`src/rtl/final_add_pkg.sv`:
```
// Shared types and the final_addition latency rule, used by the accumulator and
// by anything that has to model the adder's run-time pipeline depth.
package final_add_pkg;

  localparam int FA_WIDTH = 16;
  localparam int FA_PSW   = 2;
  localparam int NST      = FA_WIDTH / FA_PSW;
  localparam int MAX_LAT  = NST - 1;

  typedef struct packed {
    logic valid;
    logic first;
    logic last;
  } tag_t;

  // Stage jj of the adder is registered when jj is a multiple of the pipes-derived stride.
  function automatic int fa_latency(input int pipes, input int nst);
    int inv;
    int lat;
    inv = (pipes >= 1 && pipes <= 4) ? 5 - pipes : pipes;
    lat = 0;
    for (int jj = 1; jj < nst; jj++)
      if (inv != 0 && (jj % inv) == 0) lat++;
    return lat;
  endfunction

endpackage

```
`src/rtl/final_addition_accumulator_fifo.sv`:
```
// First-word-fall-through result queue; head reads as zero while empty.
module result_fifo #(
  parameter  int DW    = 25,
  parameter  int DEPTH = 8,
  localparam int AW    = $clog2(DEPTH),
  localparam int CW    = $clog2(DEPTH + 1)
) (
  input  logic          clk,
  input  logic          rst,
  input  logic          push_i,
  input  logic [DW-1:0] din_i,
  input  logic          pop_i,
  output logic [DW-1:0] dout_o,
  output logic          empty_o,
  output logic [CW-1:0] count_o
);

  logic [DW-1:0] mem_q [DEPTH];
  logic [AW-1:0] wptr_q, rptr_q;
  logic [CW-1:0] cnt_q, cnt_d;
  logic          do_push, do_pop;

  assign do_push = push_i && (cnt_q != CW'(DEPTH));
  assign do_pop  = pop_i && (cnt_q != '0);

  always_comb begin
    cnt_d = cnt_q;
    case ({do_push, do_pop})
      2'b10:   cnt_d = cnt_q + CW'(1);
      2'b01:   cnt_d = cnt_q - CW'(1);
      default: cnt_d = cnt_q;
    endcase
  end

  always_ff @(posedge clk or posedge rst) begin
    if (rst) begin
      wptr_q <= '0;
      rptr_q <= '0;
      cnt_q  <= '0;
    end else begin
      if (do_push) wptr_q <= (wptr_q == AW'(DEPTH - 1)) ? '0 : wptr_q + AW'(1);
      if (do_pop)  rptr_q <= (rptr_q == AW'(DEPTH - 1)) ? '0 : rptr_q + AW'(1);
      cnt_q <= cnt_d;
    end
  end

  always_ff @(posedge clk)
    if (do_push) mem_q[wptr_q] <= din_i;

  assign empty_o = (cnt_q == '0);
  assign count_o = cnt_q;
  assign dout_o  = empty_o ? '0 : mem_q[rptr_q];

endmodule

```
`src/rtl/final_addition_accumulator.sv`:
```
// Accumulates final_addition sums: tags ride alongside the adder latency, results
// are queued, and admission is credit-limited because the adder cannot stall.
module final_addition_accumulator
  import final_add_pkg::*;
#(
  parameter int WIDTH            = 16,
  parameter int PIPE_STAGE_WIDTH = 2,
  parameter int PIPELINE_BITS    = 3,
  parameter int ACC_WIDTH        = 24,
  parameter int FIFO_DEPTH       = 8,
  parameter int SATURATE         = 0
) (
  input  logic                     clk,
  input  logic                     rst,
  input  logic [PIPELINE_BITS-1:0] pipes,
  input  logic                     in_valid,
  input  logic                     in_first,
  input  logic                     in_last,
  output logic                     in_ready,
  input  logic [WIDTH-1:0]         sum_in,
  output logic                     out_valid,
  input  logic                     out_ready,
  output logic [ACC_WIDTH-1:0]     acc_out,
  output logic                     acc_ovf
);

  localparam int TNST   = WIDTH / PIPE_STAGE_WIDTH;
  localparam int ML     = TNST - 1;
  localparam int LW     = $clog2(TNST);
  localparam int NPIPES = 1 << PIPELINE_BITS;
  localparam int CW     = $clog2(FIFO_DEPTH + 1);
  localparam int UW     = $clog2(ML + FIFO_DEPTH + 1);
  localparam int AW1    = ACC_WIDTH + 1;

  logic [LW-1:0]        lat_tab [NPIPES];
  tag_t [ML-1:0]        tag_q, tag_d;
  logic [LW-1:0]        cfg_lat_q, lat, lat_req;
  logic [ACC_WIDTH-1:0] acc_q, acc_d, acc_nxt;
  logic                 ovf_q, ovf_d, ovf_nxt;
  logic [AW1-1:0]       sum_w;
  logic                 inflight, accept, push, empty;
  logic [UW-1:0]        last_cnt;
  logic [CW-1:0]        fifo_cnt;
  tag_t                 wr_tag, arr_tag;

  // Latency for every pipes value is folded to a constant table at elaboration.
  for (genvar p = 0; p < NPIPES; p++) begin : g_lat
    assign lat_tab[p] = LW'(fa_latency(p, TNST));
  end

  always_comb begin
    lat_req  = lat_tab[pipes];
    inflight = 1'b0;
    last_cnt = '0;
    for (int i = 0; i < ML; i++) begin
      inflight = inflight | tag_q[i].valid;
      last_cnt = last_cnt + UW'(tag_q[i].valid & tag_q[i].last);
    end
    // An empty pipe adopts the new depth at once so a token issued now uses it.
    lat      = inflight ? cfg_lat_q : lat_req;
    in_ready = !(inflight && (lat_req != cfg_lat_q)) &&
               ((last_cnt + UW'(fifo_cnt)) < UW'(FIFO_DEPTH));
    accept   = in_valid && in_ready;
    wr_tag   = '{valid: accept, first: accept & in_first, last: accept & in_last};

    arr_tag = (lat == '0) ? wr_tag : '0;
    for (int i = 0; i < ML; i++)
      if (lat == LW'(i + 1)) arr_tag = tag_q[i];

    // Entries past the active tap are dropped so the pipe only holds live tokens.
    tag_d    = '0;
    tag_d[0] = (lat != '0) ? wr_tag : '0;
    for (int i = 1; i < ML; i++)
      tag_d[i] = (LW'(i) < lat) ? tag_q[i-1] : '0;
  end

  always_comb begin
    sum_w   = arr_tag.first ? AW1'(sum_in) : {1'b0, acc_q} + AW1'(sum_in);
    acc_nxt = (SATURATE != 0 && sum_w[ACC_WIDTH]) ? '1 : sum_w[ACC_WIDTH-1:0];
    ovf_nxt = sum_w[ACC_WIDTH] | (!arr_tag.first & ovf_q);
    acc_d   = arr_tag.valid ? acc_nxt : acc_q;
    ovf_d   = arr_tag.valid ? ovf_nxt : ovf_q;
    push    = arr_tag.valid & arr_tag.last;
  end

  always_ff @(posedge clk or posedge rst) begin
    if (rst) begin
      tag_q     <= '0;
      cfg_lat_q <= '0;
      acc_q     <= '0;
      ovf_q     <= 1'b0;
    end else begin
      tag_q     <= tag_d;
      cfg_lat_q <= lat;
      acc_q     <= acc_d;
      ovf_q     <= ovf_d;
    end
  end

  result_fifo #(.DW(ACC_WIDTH + 1), .DEPTH(FIFO_DEPTH)) u_fifo (
    .clk     (clk),
    .rst     (rst),
    .push_i  (push),
    .din_i   ({acc_nxt, ovf_nxt}),
    .pop_i   (out_valid && out_ready),
    .dout_o  ({acc_out, acc_ovf}),
    .empty_o (empty),
    .count_o (fifo_cnt)
  );

  assign out_valid = !empty;

endmodule

```
`config.mk`:
```
export PLATFORM = sky130hd
export DESIGN_NAME = final_addition_accumulator
export DESIGN_NICKNAME = d
export VERILOG_FILES = /design/src/rtl/final_add_pkg.sv /design/src/rtl/final_addition_accumulator_fifo.sv /design/src/rtl/final_addition_accumulator.sv
export SDC_FILE = /design/constraint.sdc
export NUM_CORES = 1
export LEC_CHECK = 0
export CORE_MARGIN = 10
export CORE_UTILIZATION = 61
export CTS_CLUSTER_DIAMETER = 80
export DETAILED_ROUTE_END_ITERATION = 10
export PLACE_DENSITY = 0.8
export SETUP_SLACK_MARGIN = 0.1
export SLEW_MARGIN = 15
export SYNTH_ARGS = -nofsm -noshare
export SYNTH_HDL_FRONTEND = slang
export SYNTH_HIERARCHICAL = 1
export SYNTH_SLANG_ARGS = --single-unit
```
`constraint.sdc`:
```
create_clock -name clk -period 7.7 [get_ports clk]
set_input_delay 1.54 -clock clk [delete_from_list [all_inputs] [get_ports clk]]
set_output_delay 1.54 -clock clk [all_outputs]
set_load 0.01 [all_outputs]
```
==> results of run 1 <==
[sequential cells by signal, indices dropped and copies added (netlist names)]
name,flops
u_fifo/count_o,4
u_fifo/wptr_q,3
u_fifo/rptr_q,3
cfg_lat_q,3
acc_q,24
tag_q,21
ovf_q,1
u_fifo/mem_q,200
[worst min-delay path, delay by kind of cell, from the launching register on]
kind	cells	cell delay, ns
AO/OA/AOI/OAI	1	0.06
AND/OR/NAND/NOR	1	0.05
flip-flops	1	0.36
[path summary, 6_finish.rpt]
| kind | to | cells past startpoint | start | slack (ns) |
|---|---|---|---|---|
| max reg2reg | u_fifo/count_o[3]$_DFFE_PP0P_ | 20 | tag_q[2]$_DFF_PP0_ | 1.79 |
| min | acc_q[15]$_DFFE_PP0P_ | 2 | acc_q[15]$_DFFE_PP0P_ | 0.50 |
| min in group asynchronous | u_fifo/count_o[1]$_DFFE_PP0P_ | 2 | rst | 1.38 |
| max | u_fifo/count_o[3]$_DFFE_PP0P_ | 20 | tag_q[2]$_DFF_PP0_ | 1.79 |
| max in group asynchronous | acc_q[13]$_DFFE_PP0P_ | 2 | rst | 5.62 |
| min reg2reg | acc_q[15]$_DFFE_PP0P_ | 2 | acc_q[15]$_DFFE_PP0P_ | 0.50 |
[per-stage QoR]
stage          power (mW)  hold WS (ns)
6_report            5.940        0.5025
5_1_grt             6.255        0.5241
4_1_cts             5.952        0.4970
3_5_place_dp        4.811        0.4798
3_3_place_gp        4.686        0.4727
2_1_floorplan       4.024        0.4526
[layout by cell type, fill, tap and decap left out, types with 13 or more instances in the layout]
cell,count
a21oi_1,29
a22o_1,27
and2_1,17
buf_4,13
clkbuf_16,25
clkdlybuf4s50_1,51
dfrtp_1,57
edfxtp_1,200
ha_1,28
inv_1,25
mux2_2,27
mux4_2,50
nand2_1,24
nor2_1,36
o21ai_0,21
xnor2_1,16
[cell families (layout without fill, tap and decap cells)]
family | after synthesis | after routing
AND/OR/NAND/NOR | 164 | 164
buffers and inverters | 59 | 135
XOR/XNOR | 23 | 23
flip-flops | 259 | 259
AO/OA/AOI/OAI | 145 | 145
adder cells (fa/ha/maj) | 32 | 32
multiplexers | 92 | 92
[power groups by stage]
| stage | combinational (mW) | clock (mW) | sequential (mW) |
|---|---|---|---|
| after floorplan | 1.88 | 0 | 2.14 |
| after detailed placement | 2.52 | 0 | 2.29 |
| after CTS | 2.55 | 1.14 | 2.26 |
| after global placement | 2.41 | 0 | 2.28 |
| after global routing | 2.75 | 1.21 | 2.29 |
| final | 2.55 | 1.13 | 2.26 |
[cell type report]
type | count | area (µm²)
Fill cell | 1251 | 5902
Tap cell | 265 | 331.6
Sequential cell | 259 | 7487
Multi-Input combinational cell | 456 | 4290
Clock inverter | 12 | 88.84
Inverter | 26 | 98.84
Timing Repair Buffer | 64 | 608.1
Clock buffer | 33 | 655.6
[routing by layer]
layer,vias to the layer above,part of all wire
li1,3167,-
met5,-,0
met1,3647,0.41
met4,0,0.017
met2,301,0.50
met3,40,0.067
==> run metrics, run 1 <==
Synth Area in Compound Gates 0.08654; top-count cell post-synth edfxtp_1; worst hold path type flip-flop to flip-flop; layer with the highest usage met2; RSZ-0062 raised after global routing false; HPWL Detailed 15930 µm; Post-synth EDFFs 200; Worst-Margin Slew 1.014 ns; Clock Skews 0.01357 ns; vias per cell 6.417; final instance area 13560 µm²; H-Tree Depth 1; first-pass detailed-route iteration total 5; Avg Cell Area, Syn 15.54 µm²; crit path cell chain and2_1 -> fa_1 -> inv_1 -> fa_1 -> fa_1 -> inv_1 -> ha_1 -> nand4b_1 -> o211a_1 -> nor3b_1 -> nand3_1 -> a21oi_2 -> buf_4 -> o221ai_1 -> a21oi_1 -> o21ai_4 -> ha_1 -> nor3b_1 -> a21oi_1 -> a221o_1; Global Route met1 Usage 0.2615; Finished Layout Cells 1115; Highest Clock Rate 0.1693 GHz; Cells after Synth 774; DRT iter0 DRCs 605; PortBufs 51; count of cell types in the netlist 71; final setup violation count 0; Rows 51; GRT overflow 0; post-synthesis adder-cell area fraction 0.03578; utilization after layout 0.6968; worst path required time 8.09 ns; global-route wire length before repair 41080 µm; CTS tree done; hold_buf cts 0; syn_nets 831; DP Worst Slack 1.804 ns; Bufs and invs on worst path 3; max-slew violations 0; setup TNS 0 ns; CTS Buffer Depth 3; main combinational cell family by area after synthesis multiplexers; count of final hold-check violations 0; DRT antenna net count 0; met3 Track Usage GR 0.02837; Die Y 160.4 µm; Pleak 4.801 nW; mapped cell area 12030 µm²; post-route setup slack 1.794 ns; Final Net Count 889; postcts setup bufs 0; # IOs 52; final weighted congestion in routability-driven placement 0.9254; wire per inst 23.10 µm; VDD IR max 0.3181 mV; clk root buf clkbuf_16; Die W 160.4 µm; most frequent CP cell fa_1; Psw 2.143 mW; power share of the sequential group 0.380; CP peak stage delay 0.51 ns; max_slew headroom 0.3068; Synth Register Bits 259; Synth top cells by count edfxtp_1, dfrtp_1, mux4_2, nor2_1, a21oi_1; crit path max fanout 26; area leader, netlist edfxtp_1; type of origin of the critical path flip-flop; post_cts resized 0; final worst-path cycle share 0.7670; ANT cells 0; minimum clock period 5.906 ns; Slowest-stage cell, CP fa_1; Starting Density 0.6181; drt drc 0; Cells after DPL 1070; mux cell area share after synthesis 0.1359; Area Overhead vs Synth 12.73%; max-cap check violation count 0; Gate power share 0.429; met2 GRT Util 0.3401; All-Layer GR Usage 0.1977; DR vias 7155; critical path arrival 6.30 ns; Clock Pin Slew Worst Setup and Hold Paths 0.06 ns; switching share of power 0.3608; largest net degree at the start of global routing 54; critical path class flip-flop to flip-flop; post-synthesis sequential area ratio 0.6220; CP endpoint kind flip-flop; share of cells above drive strength 1 0.1918; YS warnings 6; cell family with most CP delay adder cells; TritonCTS Buffers 25; Worst-Skew Late Latency 0.52 ns; share of Yosys cell area claimed by the top area cell type 0.4993; status finished, final reports clean; PwrDens 438.0 nW/µm²; initial antenna violation count 0; Die ar. 25740 µm²; number of global-route vias before repair 7338; final wirelength 25760 µm; ys flop type edfxtp_1; area post-placement 12810 µm²; clock sink count 259; Post-Synth Simple-Gate Area 0.07843; fraction of registers with async set/reset 0.2278; CORE AREA 19460 µm²; clock group share of total power 0.190; XOR/XNOR share of the synthesized area 0.01675; top post-synthesis cells by area edfxtp_1, dfrtp_1, mux4_2; Internal 3.797 mW
Note: power is estimated with default switching activity, not from simulation.
==> inputs of run 2 (changes only) <==
--- a/config.mk
+++ b/config.mk
@@ -6,10 +6,10 @@
 export NUM_CORES = 1
 export LEC_CHECK = 0
 export CORE_MARGIN = 10
-export CORE_UTILIZATION = 61
+export CORE_UTILIZATION = 55
 export CTS_CLUSTER_DIAMETER = 80
 export DETAILED_ROUTE_END_ITERATION = 10
-export PLACE_DENSITY = 0.8
+export PLACE_DENSITY = 0.76
 export SETUP_SLACK_MARGIN = 0.1
 export SLEW_MARGIN = 15
 export SYNTH_ARGS = -nofsm -noshare
==> constraint.sdc (replaced) <==
create_clock -name clk -period 4.8 [get_ports clk]
set_input_delay 0.96 -clock clk [delete_from_list [all_inputs] [get_ports clk]]
set_output_delay 0.96 -clock clk [all_outputs]
set_load 0.01 [all_outputs]
==> run 2 against run 1 <==
  * Critical endpoint unchanged
  * Worst hold slack worse by 0.0029 ns
  * Utilization is 3.1 points lower
  * Routed wire length is 6.5% higher
  * Power is 71% higher
  * Clock power is 88% higher
  * Final area is 6.5% higher
  * Via count is 2.2% higher
  * Critical path depth is 2 lower
==> run metrics, run 2 (synthesized netlist as in run 1, its figures left out) <==
Clock Skews 0.01226 ns (-0.001302 ns); biggest regs u_fifo/mem_q (200), acc_q (24), tag_q (21); VDD IR max 0.5074 mV (+60%); Die ar. 28190 µm² (+9.5%); Worst-Margin Slew 0.9084 ns (-0.1051 ns); r2r setup slk 0.06 ns (-1.73 ns); max_slew headroom 0.3944 (+0.08756); number of global-route vias before repair 7521 (+2.5%); worst hold slack 0.4995 ns (-0.002943 ns); minimum clock period 4.739 ns (-1.167 ns); PortBufs 51 (unchanged); register bank with the most flops u_fifo/mem_q; critical path class flip-flop to flip-flop; critical path arrival 5.20 ns (-1.10 ns); CORE AREA 21690 µm² (+11%); clk root buf clkbuf_16; DRT antenna net count 0 (unchanged); global-route wire length before repair 41660 µm (+1.4%); clock sink count 259 (unchanged); Die Y 167.9 µm (+4.7%); Layout fillers 1438 (+15%); commonest non-fill, non-tap cells in the layout edfxtp_1, dfrtp_1, clkdlybuf4s50_1, mux4_2, clkbuf_16; vias per cell 6.255 (-2.5%); hold path startpoint acc_q[15]$_DFFE_PP0P_; final worst-path cycle share 0.9873 (+0.2203); ANT cells 0 (unchanged); DRT iter0 DRCs 554 (-8.4%); GRT overflow 0 (unchanged); first-pass detailed-route iteration total 5 (unchanged); status finished, final reports clean; Clock Pin Slew Worst Setup and Hold Paths 0.06 ns (about the same); Area Overhead vs Synth 20.11%; drt drc 0 (unchanged); CP endpoint kind flip-flop; count of final hold-check violations 0 (unchanged); initial antenna violation count 0 (unchanged); Highest Clock Rate 0.2110 GHz (+25%); worst hold stages 2 (unchanged); CTS Buffer Depth 3 (unchanged); type of origin of the critical path flip-flop; worst path required time 5.26 ns (-2.83 ns); worst hold path type flip-flop to flip-flop; RR Startpoint tag_q[0]$_DFF_PP0_; HPWL Detailed 16450 µm (+3.3%); Worst Hold End acc_q[15]$_DFFE_PP0P_; worst r2r dst u_fifo/count_o[3]$_DFFE_PP0P_; CTS tree done; Finished Layout Cells 1169 (+4.8%); # IOs 52 (unchanged); Cells after DPL 1097 (+2.5%); max-cap check violation count 0 (unchanged); max FFs per register 200 (unchanged); RSZ-0062 raised after global routing true; Worst-Skew Late Latency 0.53 ns (about the same); max-slew violations 0 (unchanged); crit path max fanout 4 (-85%); final weighted congestion in routability-driven placement 0.8849 (-4.4%); PwrDens 704.7 nW/µm² (+61%); most common cell after layout, fill and taps aside edfxtp_1; wire per inst 23.47 µm (+1.6%); TritonCTS Buffers 26 (+4.0%); R2R depth 18 (-10%); DR vias 7312 (+2.2%); final setup violation count 0 (unchanged); Die W 167.9 µm (+4.7%); H-Tree Depth 1 (unchanged); largest net degree at the start of global routing 53 (-1.9%); Rows 54 (+5.9%); final wirelength 27430 µm (+6.5%); All-Layer GR Usage 0.1821 (-0.01559); Starting Density 0.5546 (-0.06343); Final Net Count 926 (+4.2%); Pleak 5.163 nW (+7.5%); share of cells above drive strength 1 0.2632 (+0.07145)
run 2: changes by cell type in the layout (fill, tap and decap cells not counted), moves of 4 or more:
cell       before  now
buf_12          0   12
buf_4          13   26
buf_6           0    4
clkbuf_16      25   32
clkinv_1        6    2
nor2_1         36   30
nor2_4          1    5
nor3_2          5    1
nor3_4          0    4
run 2: worst max-delay path, cell delays in order, from the launching register on:
cell and delay [ns]:
dfrtp_1 0.41, and2_4 0.16, fa_1 0.48, inv_1 0.05, fa_1 0.51, fa_2 0.45
nand4b_1 0.21, o211a_1 0.27, nor3b_2 0.25, nand3_2 0.16, o22ai_2 0.23, o21ai_2 0.08
a21oi_2 0.22, o21ai_4 0.11, buf_4 0.15, ha_4 0.23, nor4b_1 0.38, o21a_1 0.18
a221o_1 0.11
run 2: where the power goes:
| part | switching [mW] | total (mW) | internal [mW] | leakage, nW |
|---|---|---|---|---|
| clock | 0.836 | 2.12 | 1.28 | 0.439 |
| sequential | 0.294 | 3.56 | 3.27 | 2.55 |
| combinational | 2.48 | 4.50 | 2.02 | 2.18 |
run 2: final cells by class:
class | instances | area [µm²] | share of cell area
clock buffers | 35 | 725.7 | 0.05023
well taps | 280 | 350.3 | 0.02425
multi-input cells | 456 | 4468 | 0.3093
inverters | 26 | 98.84 | 0.006842
flip-flops and latches | 259 | 7487 | 0.5182
repair buffers | 100 | 1141 | 0.07898
clock inverters | 13 | 176.4 | 0.01221
run 2: per-stage QoR:
stage,power [mW],instance area [µm²],util,setup TNS (ns),setup slack [ns]
after global routing,10.72,14450,0.6661,-0.2565,-0.06534
final,10.18,14450,0.6661,0,0.06104
after CTS,10.05,14070,0.6489,0,0.002843
after floorplan,6.517,12170,-,-10.01,-0.2116
after detailed placement,7.896,13130,0.6052,-2.483,-0.1708
after global placement,7.699,13130,0.6052,0,0.1107
run 2: metal layers:
layer,global-route usage,wire length [µm]
met1,0.2281,10850
met2,0.3240,14290
met3,0.02515,1619
met4,0.04807,677
met5,0,0
run 2: repair_timing:
item	in CTS	in global routing
hold endpoints to repair	0	0
resized for setup	5	28
setup endpoints to repair	129	165
pin swaps	5	10
cloned	0	7
buffers inserted	4	13
hold buffers	0	0
run 2: how the worst max path moves through the flow:
stage,from,endpoint,slack [ns],depth (start not counted)
final,tag_q[0]$_DFF_PP0_,u_fifo/count_o[3]$_DFFE_PP0P_,0.06,18
after global routing,tag_q[6]$_DFF_PP0_,u_fifo/count_o[2]$_DFFE_PP0P_,-0.07,19
after CTS,tag_q[6]$_DFF_PP0_,u_fifo/count_o[3]$_DFFE_PP0P_,0.003,17
after detailed placement,tag_q[6]$_DFF_PP0_,u_fifo/count_o[2]$_DFFE_PP0P_,-0.17,21
after global placement,tag_q[6]$_DFF_PP0_,u_fifo/count_o[2]$_DFFE_PP0P_,0.11,19
after floorplan,tag_q[2]$_DFF_PP0_,u_fifo/mem_q[0][0]$_DFFE_PP_,-0.21,15
==> inputs of run 3 (changes only) <==
--- a/config.mk
+++ b/config.mk
@@ -5,6 +5,7 @@
 export SDC_FILE = /design/constraint.sdc
 export NUM_CORES = 1
 export LEC_CHECK = 0
+export ABC_CLOCK_PERIOD_IN_PS = 4800
 export CORE_MARGIN = 10
 export CORE_UTILIZATION = 55
 export CTS_CLUSTER_DIAMETER = 80
==> results of run 3 <==
Same layout as run 2: the final DEF is identical, and so are final timing and power.
